**config.mk**
```make
export PLATFORM = sky130hd
export DESIGN_NAME = ysyx_22040759_if_axi_bridge
export DESIGN_NICKNAME = d
export VERILOG_FILES = /design/src/rtl/ysyx_22040759_if_axi_bridge_pkg.sv /design/src/rtl/ysyx_22040759_fetch_align.sv /design/src/rtl/ysyx_22040759_if_axi_bridge.sv
export SDC_FILE = /design/constraint.sdc
export NUM_CORES = 1
export LEC_CHECK = 0
export ABC_AREA = 0
export BUFFER_PORTS_ARGS = -buffer_cell sky130_fd_sc_hd__buf_2
export CORE_MARGIN = 2
export CORE_UTILIZATION = 44
export CTS_CLUSTER_DIAMETER = 30
export DETAILED_ROUTE_END_ITERATION = 7
export PLACE_DENSITY = 0.83
export SLEW_MARGIN = 40
export SYNTH_ARGS = -nofsm -noshare
export SYNTH_HDL_FRONTEND = slang
export SYNTH_SLANG_ARGS = --single-unit
```
**constraint.sdc**
```tcl
create_clock -name clk -period 2 [get_ports clk]
set_input_delay 0.1 -clock clk [delete_from_list [all_inputs] [get_ports clk]]
set_output_delay 0.1 -clock clk [all_outputs]
set_load 0.005 [all_outputs]
```
**src/rtl/ysyx_22040759_if_axi_bridge_pkg.sv**
```systemverilog
// Shared definitions for the instruction-fetch AXI bridge: fetch sizes,
// AXI constants, controller states and the size-to-mask helper.
package ysyx_22040759_if_axi_bridge_pkg;

  typedef enum logic [1:0] {
    SZ_B = 2'b00,
    SZ_H = 2'b01,
    SZ_W = 2'b10,
    SZ_D = 2'b11
  } fetch_size_e;

  typedef enum logic [1:0] {
    ST_IDLE = 2'b00,
    ST_AR   = 2'b01,
    ST_R    = 2'b10,
    ST_DONE = 2'b11
  } state_e;

  localparam logic [1:0] AXI_BURST_INCR = 2'b01;
  localparam logic [2:0] AXI_SIZE_8B    = 3'b011;
  localparam logic [7:0] AXI_LEN_SINGLE = 8'd0;

  function automatic logic [63:0] size_mask(input fetch_size_e sz);
    case (sz)
      SZ_B:    size_mask = 64'h0000_0000_0000_00FF;
      SZ_H:    size_mask = 64'h0000_0000_0000_FFFF;
      SZ_W:    size_mask = 64'h0000_0000_FFFF_FFFF;
      default: size_mask = 64'hFFFF_FFFF_FFFF_FFFF;
    endcase
  endfunction

endpackage

```
**src/rtl/ysyx_22040759_fetch_align.sv**
```systemverilog
// Right-aligns the addressed bytes of a 64-bit read beat and zero-extends
// them to the requested fetch width.
module ysyx_22040759_fetch_align
  import ysyx_22040759_if_axi_bridge_pkg::*;
(
  input  logic [63:0]  i_data,
  input  logic [2:0]   i_offset,
  input  fetch_size_e  i_size,
  output logic [63:0]  o_data
);

  logic [63:0] w_shifted;

  assign w_shifted = i_data >> {i_offset, 3'b000};
  assign o_data    = w_shifted & size_mask(i_size);

endmodule

```
**src/rtl/ysyx_22040759_if_axi_bridge.sv**
```systemverilog
// Bridges single IF-stage fetch requests onto one AXI read transaction at a
// time and returns the aligned data with a one-cycle completion pulse.
module ysyx_22040759_if_axi_bridge
  import ysyx_22040759_if_axi_bridge_pkg::*;
#(
  parameter int AXI_ID_W = 4,
  parameter int FETCH_ID = 0
) (
  input  logic                clk,
  input  logic                rst,
  input  logic                if_valid,
  input  logic [63:0]         inst_addr,
  input  logic [1:0]          if_size,
  output logic                if_ready,
  output logic [63:0]         if_data_read,
  output logic [1:0]          if_resp,
  output logic                axi_ar_valid,
  input  logic                axi_ar_ready,
  output logic [63:0]         axi_ar_addr,
  output logic [AXI_ID_W-1:0] axi_ar_id,
  output logic [7:0]          axi_ar_len,
  output logic [2:0]          axi_ar_size,
  output logic [1:0]          axi_ar_burst,
  output logic                axi_r_ready,
  input  logic                axi_r_valid,
  input  logic [63:0]         axi_r_data,
  input  logic [1:0]          axi_r_resp,
  input  logic                axi_r_last,
  input  logic [AXI_ID_W-1:0] axi_r_id
);

  localparam logic [AXI_ID_W-1:0] LP_FETCH_ID = AXI_ID_W'(FETCH_ID);

  state_e      r_state;
  logic [63:0] r_addr;
  fetch_size_e r_size;
  logic        r_ar_valid;
  logic        r_r_ready;
  logic        r_if_ready;
  logic [63:0] r_data;
  logic [1:0]  r_resp;

  logic [63:0] w_aligned;
  logic        w_beat_hit;

  // Only the final beat of our own ID completes the fetch; other IDs are drained.
  assign w_beat_hit = axi_r_valid && (axi_r_id == LP_FETCH_ID) && axi_r_last;

  ysyx_22040759_fetch_align u_align (
    .i_data   (axi_r_data),
    .i_offset (r_addr[2:0]),
    .i_size   (r_size),
    .o_data   (w_aligned)
  );

  always_ff @(posedge clk) begin
    if (rst) begin
      r_state    <= ST_IDLE;
      r_addr     <= '0;
      r_size     <= SZ_B;
      r_ar_valid <= 1'b0;
      r_r_ready  <= 1'b0;
      r_if_ready <= 1'b0;
      r_data     <= '0;
      r_resp     <= '0;
    end else begin
      case (r_state)
        ST_IDLE: begin
          if (if_valid) begin
            r_addr     <= inst_addr;
            r_size     <= fetch_size_e'(if_size);
            r_ar_valid <= 1'b1;
            r_state    <= ST_AR;
          end
        end
        ST_AR: begin
          if (axi_ar_ready) begin
            r_ar_valid <= 1'b0;
            r_r_ready  <= 1'b1;
            r_state    <= ST_R;
          end
        end
        ST_R: begin
          if (w_beat_hit) begin
            r_r_ready  <= 1'b0;
            r_if_ready <= 1'b1;
            r_data     <= w_aligned;
            r_resp     <= axi_r_resp;
            r_state    <= ST_DONE;
          end
        end
        ST_DONE: begin
          r_if_ready <= 1'b0;
          r_data     <= '0;
          r_resp     <= '0;
          r_state    <= ST_IDLE;
        end
        default: r_state <= ST_IDLE;
      endcase
    end
  end

  assign if_ready     = r_if_ready;
  assign if_data_read = r_data;
  assign if_resp      = r_resp;

  assign axi_ar_valid = r_ar_valid;
  assign axi_ar_addr  = {r_addr[63:3], 3'b000};
  assign axi_ar_id    = LP_FETCH_ID;
  assign axi_ar_len   = AXI_LEN_SINGLE;
  assign axi_ar_size  = AXI_SIZE_8B;
  assign axi_ar_burst = AXI_BURST_INCR;
  assign axi_r_ready  = r_r_ready;

endmodule

```
# Word-level counts from Yosys, hierarchy flattened
# Index checks and enable logic that the tools add are counted.
# classes
eq_ne	8
n_shift	1
n_mux	17
bitwise_logic	1
n_reduce_logical	13
# ops
operator	count
64-bit one-hot mux with 3 select lines	1
64-bit one-hot mux with 2 select lines	1
64-bit bitwise AND	1
64-bit 2-to-1 mux	1
64-bit by 6-bit >> shifter with 64-bit output	1
3-bit AND reduction	3
2-bit 2-to-1 mux	4
2-bit one-hot mux with 4 select lines	1
2-bit equality test, second input constant	3
2-bit != test, second input constant	3
1-bit one-hot mux with 2 select lines	3
2-bit nonzero test	3
1-bit 2-to-1 mux	5
2-bit by 1-bit equality test with 1-bit output, second input constant	2
2-bit logical NOT	2
4-bit logical NOT	1
2-bit one-hot mux with 2 select lines	1
2-bit AND reduction	2
1-bit logical AND	2
# totals
reg_bits	137
output_inout_bits	150
word_cells	48

# Logic depth before layout (Yosys ltp)
# logic_depth
depth_word	5
depth_mapped	8
mapped_depth_nobuf	6

# By module
# From an unflattened synthesis, not the netlist that was laid out.
# hier_totals
cells_unflattened	932
area_unflattened_um2	7691.1
# by_module_without_submodules
module	instances	cells_each	area_per_inst_um2	seq_area_each_um2
ysyx_22040759_if_axi_bridge	1	704	5890.6	2742.6
ysyx_22040759_fetch_align	1	228	1800.5	0.0

# Worst setup path after synthesis
# Ideal clock, no wire load.
# synth_timing
path_kind	reg2reg
from	register r_state[0]
to	register r_data[47] (netlist: if_data_read[47])
t_arrival_ns	1.806
required_ns	1.931
setup_slack_ns	0.125
path_stages_with_launch	8
n_path_buf	1
cell_sequence	dfxtp_1 > inv_1 > ha_1 > nor3b_2 > nand4_4 > or3b_4 > buf_6 > o21ai_1
# synth_via
elab_chain_len	3
# synth_rtl
item	line_no	rtl
start: declaration	ysyx_22040759_if_axi_bridge.sv:34	state_e r_state;
start signal: assignment	ysyx_22040759_if_axi_bridge.sv:58	r_state <= ST_IDLE;
start signal: assignment	ysyx_22040759_if_axi_bridge.sv:73	r_state <= ST_AR;
start signal: assignment	ysyx_22040759_if_axi_bridge.sv:80	r_state <= ST_R;
2-bit equality test	ysyx_22040759_if_axi_bridge.sv:67	case (r_state)
2-bit != test (no source line) or 2-bit nonzero test (tied branches)	-	
2-bit AND reduction (no source line)	-	
end signal: assignment	ysyx_22040759_if_axi_bridge.sv:87	r_data <= w_aligned;
end: declaration	ysyx_22040759_if_axi_bridge.sv:40	logic [63:0] r_data;
# Several ways; a longest one is shown, not always the timed one.
# A chain may end at the register's enable or synchronous reset.

# Worst setup path after layout
# layout_timing
from	register r_state[0]
to	register r_data[46] (netlist: if_data_read[46])
# The elaborated chain is that of the path after synthesis.

==> results.md <==
* Run status: complete, no violations
* Die Wd at 128 µm
* Final hold viol count at 0
* Initial drt markers at 509
* Post-synth EDFFs at 0
* RSZ-0062 raised after global routing: no
* Worst VDD drop at 0.000620 V
* Crit-path slowest cell: or3b_4
* Port-buffer cells at 271
* Setup tns final at 0 ns
* Synthesized flop and latch total at 137
* Hold Crit Class: in2reg
* Num CTS Buffers at 17
* Root Driver: clkbuf_16
* Synth Area per Inst at 8.27 µm²
* Max Fclk at 528 MHz
* Top-count cell post-synth: nand2_1
* Clock buffer depth at 2
* Row count at 45
* CP Launch Type: register
* Synth cell count leaders: 184 x nand2_1, 137 x dfxtp_1, 94 x a21oi_1, 83 x buf_4, 49 x mux2i_1
* Ports at 292
* Clock transition at path regs at 0.06 ns
* Relative slew slack at 43.4%
* Max H-tree Level at 4
* Overflow after GRT at 0
* Layout cells sized above 1 at 33.8%
* Final ANT Viol Nets at 0
* Drt drc at 0
* Top_reg_cell synth: dfxtp_1
* Final instance area at 9210 µm²
* Crit-path max FO at 24
* Area contributors post-synth: dfxtp_1 40%, nand2_1 10%, buf_4 9.2%
* Kind of critical path: reg2reg
* Met2 Track Usage GR at 43.6%
* DR WL/cell at 17.4 µm
* Largest area contributor in the netlist: dfxtp_1
* Final nets at 1238
* Global-route wire length before repair at 34400 µm
* Clock sinks at 137
* Arrival @ worst endpoint at 2.24 ns
* Gr usage total at 26.8%
* Syn Inst Count at 821
* Core Area at 15100 µm²
* Final worst-path cycle share at 94.7%
* Max-slew violations at 0
* Area Growth Syn to Fin at 35.6%
* Post-synthesis sequential area ratio at 40.4%
* Clock Latency Late Sink at 0.42 ns
* Grt met3 use at 9.35%
* DR vias at 6900
* Die Ht at 128 µm
* Critical Path RT at 2.34 ns
* Leak at 0.00419 µW
* ANT cells at 0
* Final wirelength at 22400 µm
* YS warnings at 0
* Total iterations of the first detailed-routing run at 5
* Initial antenna violation count at 0
* Vias in the first global route at 6707
* Hpwl dp at 15000 µm
* TritonCTS clock tree: done
* Largest net degree at the start of global routing at 74
* Initial Util at 44.8%
* Busiest layer in global routing: met2
* Post-Place Cells at 1185
* Crit path cell chain: ha_1, nor3b_2, nand4_4, or3b_4, o21ai_0
* Slowest stage delay, CP at 0.57 ns
* Post-synth top area share at 40.4%
* Post-route clock skew at 0.00793 ns
* RePlAce Congestion at 0.937
* Tmin final at 1.89 ns
* Max_cap viols at 0
* Non-Filler Instances at 1292
* Fraction of registers with async set/reset at 0%
* Crit end category: register
* Met1 Use GR at 31.4%
* Die area at 16400 µm²
* PwrDens at 982 nW/µm²
* Routed vias/inst at 5.34
* Post-DP Area at 7880 µm²
* Mapped cell area at 6790 µm²
* Slew @ Worst Pin at 0.847 ns
* Final Setup Violations at 0
* Yosys cell types at 40
[power by group]
part           leakage [µW]  switching [µW]  internal [µW]  total [µW]
Combinational       0.00280            1620           1220        2840
Clock              0.000277            1200           1810        3000
Sequential          0.00111             181           3010        3190
Total               0.00419            2990           6040        9040
[through the flow]
step                      util (%)  hold slack [ns]  setup slack (ns)  total power (µW)
after floorplan                  -            0.226             0.125              5200
after global placement        52.0            0.340             0.189              5840
after detailed placement      52.0            0.343             0.120              5890
after CTS                     60.8          0.00120            0.0760              9020
after global routing          60.8           0.0242           0.00368              9510
final                         60.8           0.0180             0.105              9040
[path summary, 6_finish.rpt]
path,end,cells past startpoint,startpoint,slack [ns]
hold / removal,axi_ar_valid,4,axi_ar_ready,0.02
hold reg to reg,if_data_read[53],2,if_data_read[53],0.44
setup / recovery,if_data_read[46],5,r_state[0],0.11
setup reg to reg,if_data_read[46],5,r_state[0],0.11
[layer usage]
metal  vias to the layer above  share of wire, %  wire (µm)
li1                       3252                 -          -
met5                         -                 0          0
met2                       428                47      10600
met3                        49               9.7       2190
met4                         0               3.6        798
met1                      3171                39       8820
[registers in the layout, indices dropped and copies added, names as in the netlist]
| register | count |
|---|---|
| r_size | 2 |
| axi_ar_valid | 1 |
| r_state | 2 |
| axi_r_ready | 1 |
| if_ready | 1 |
| if_data_read | 64 |
| r_addr | 64 |
| if_resp | 2 |
[worst max-delay path, delay by kind of cell (launching register included)]
family,cells,cell delay (ns)
flip-flops,1,0.34
adder cells (fa/ha/maj),1,0.27
AO/OA/AOI/OAI,1,0.23
AND/OR/NAND/NOR,3,0.99
[logic make-up after synthesis]
kind of cell	share of synthesized area, %
compound gates	18.9
other cells	0.111
flops	40.4
buf+inv	13.0
simple gates	15.7
mux	11.2
fa+ha+maj	0.737
[layout make-up]
cell class                 instances  area [µm²]
tap                              188         235
inverter                           5        18.8
timing repair buffer             373        2390
fill                            1214        5940
clock buffer                      22         474
multi-input combinational        558        3250
clock inverter                     9        91.3
sequential                       137        2750
[cells in the final DEF (no fill, tap or decap), drive strengths merged, types with 6 or more instances in the layout]
master and count:
a21oi 94, a221o 8, a22o 16, a22oi 6, buf 297, clkbuf 22
clkinv 6, conb 20, dfxtp 137, dlygate4sd3 76, inv 6, mux2 24
mux2i 49, nand2 184, nor2 33, o21ai 59, o221ai 8, o22ai 8
o2bb2ai 8, or2 9
[repair_timing]
action                                 CTS  global route
endpoints found under the hold margin   76             0
setup endpoints to repair                0             3
hold buffers                            76             0
buffers inserted                         0             0
gates resized for setup                  0             0
(Power assumes the default switching activity.)
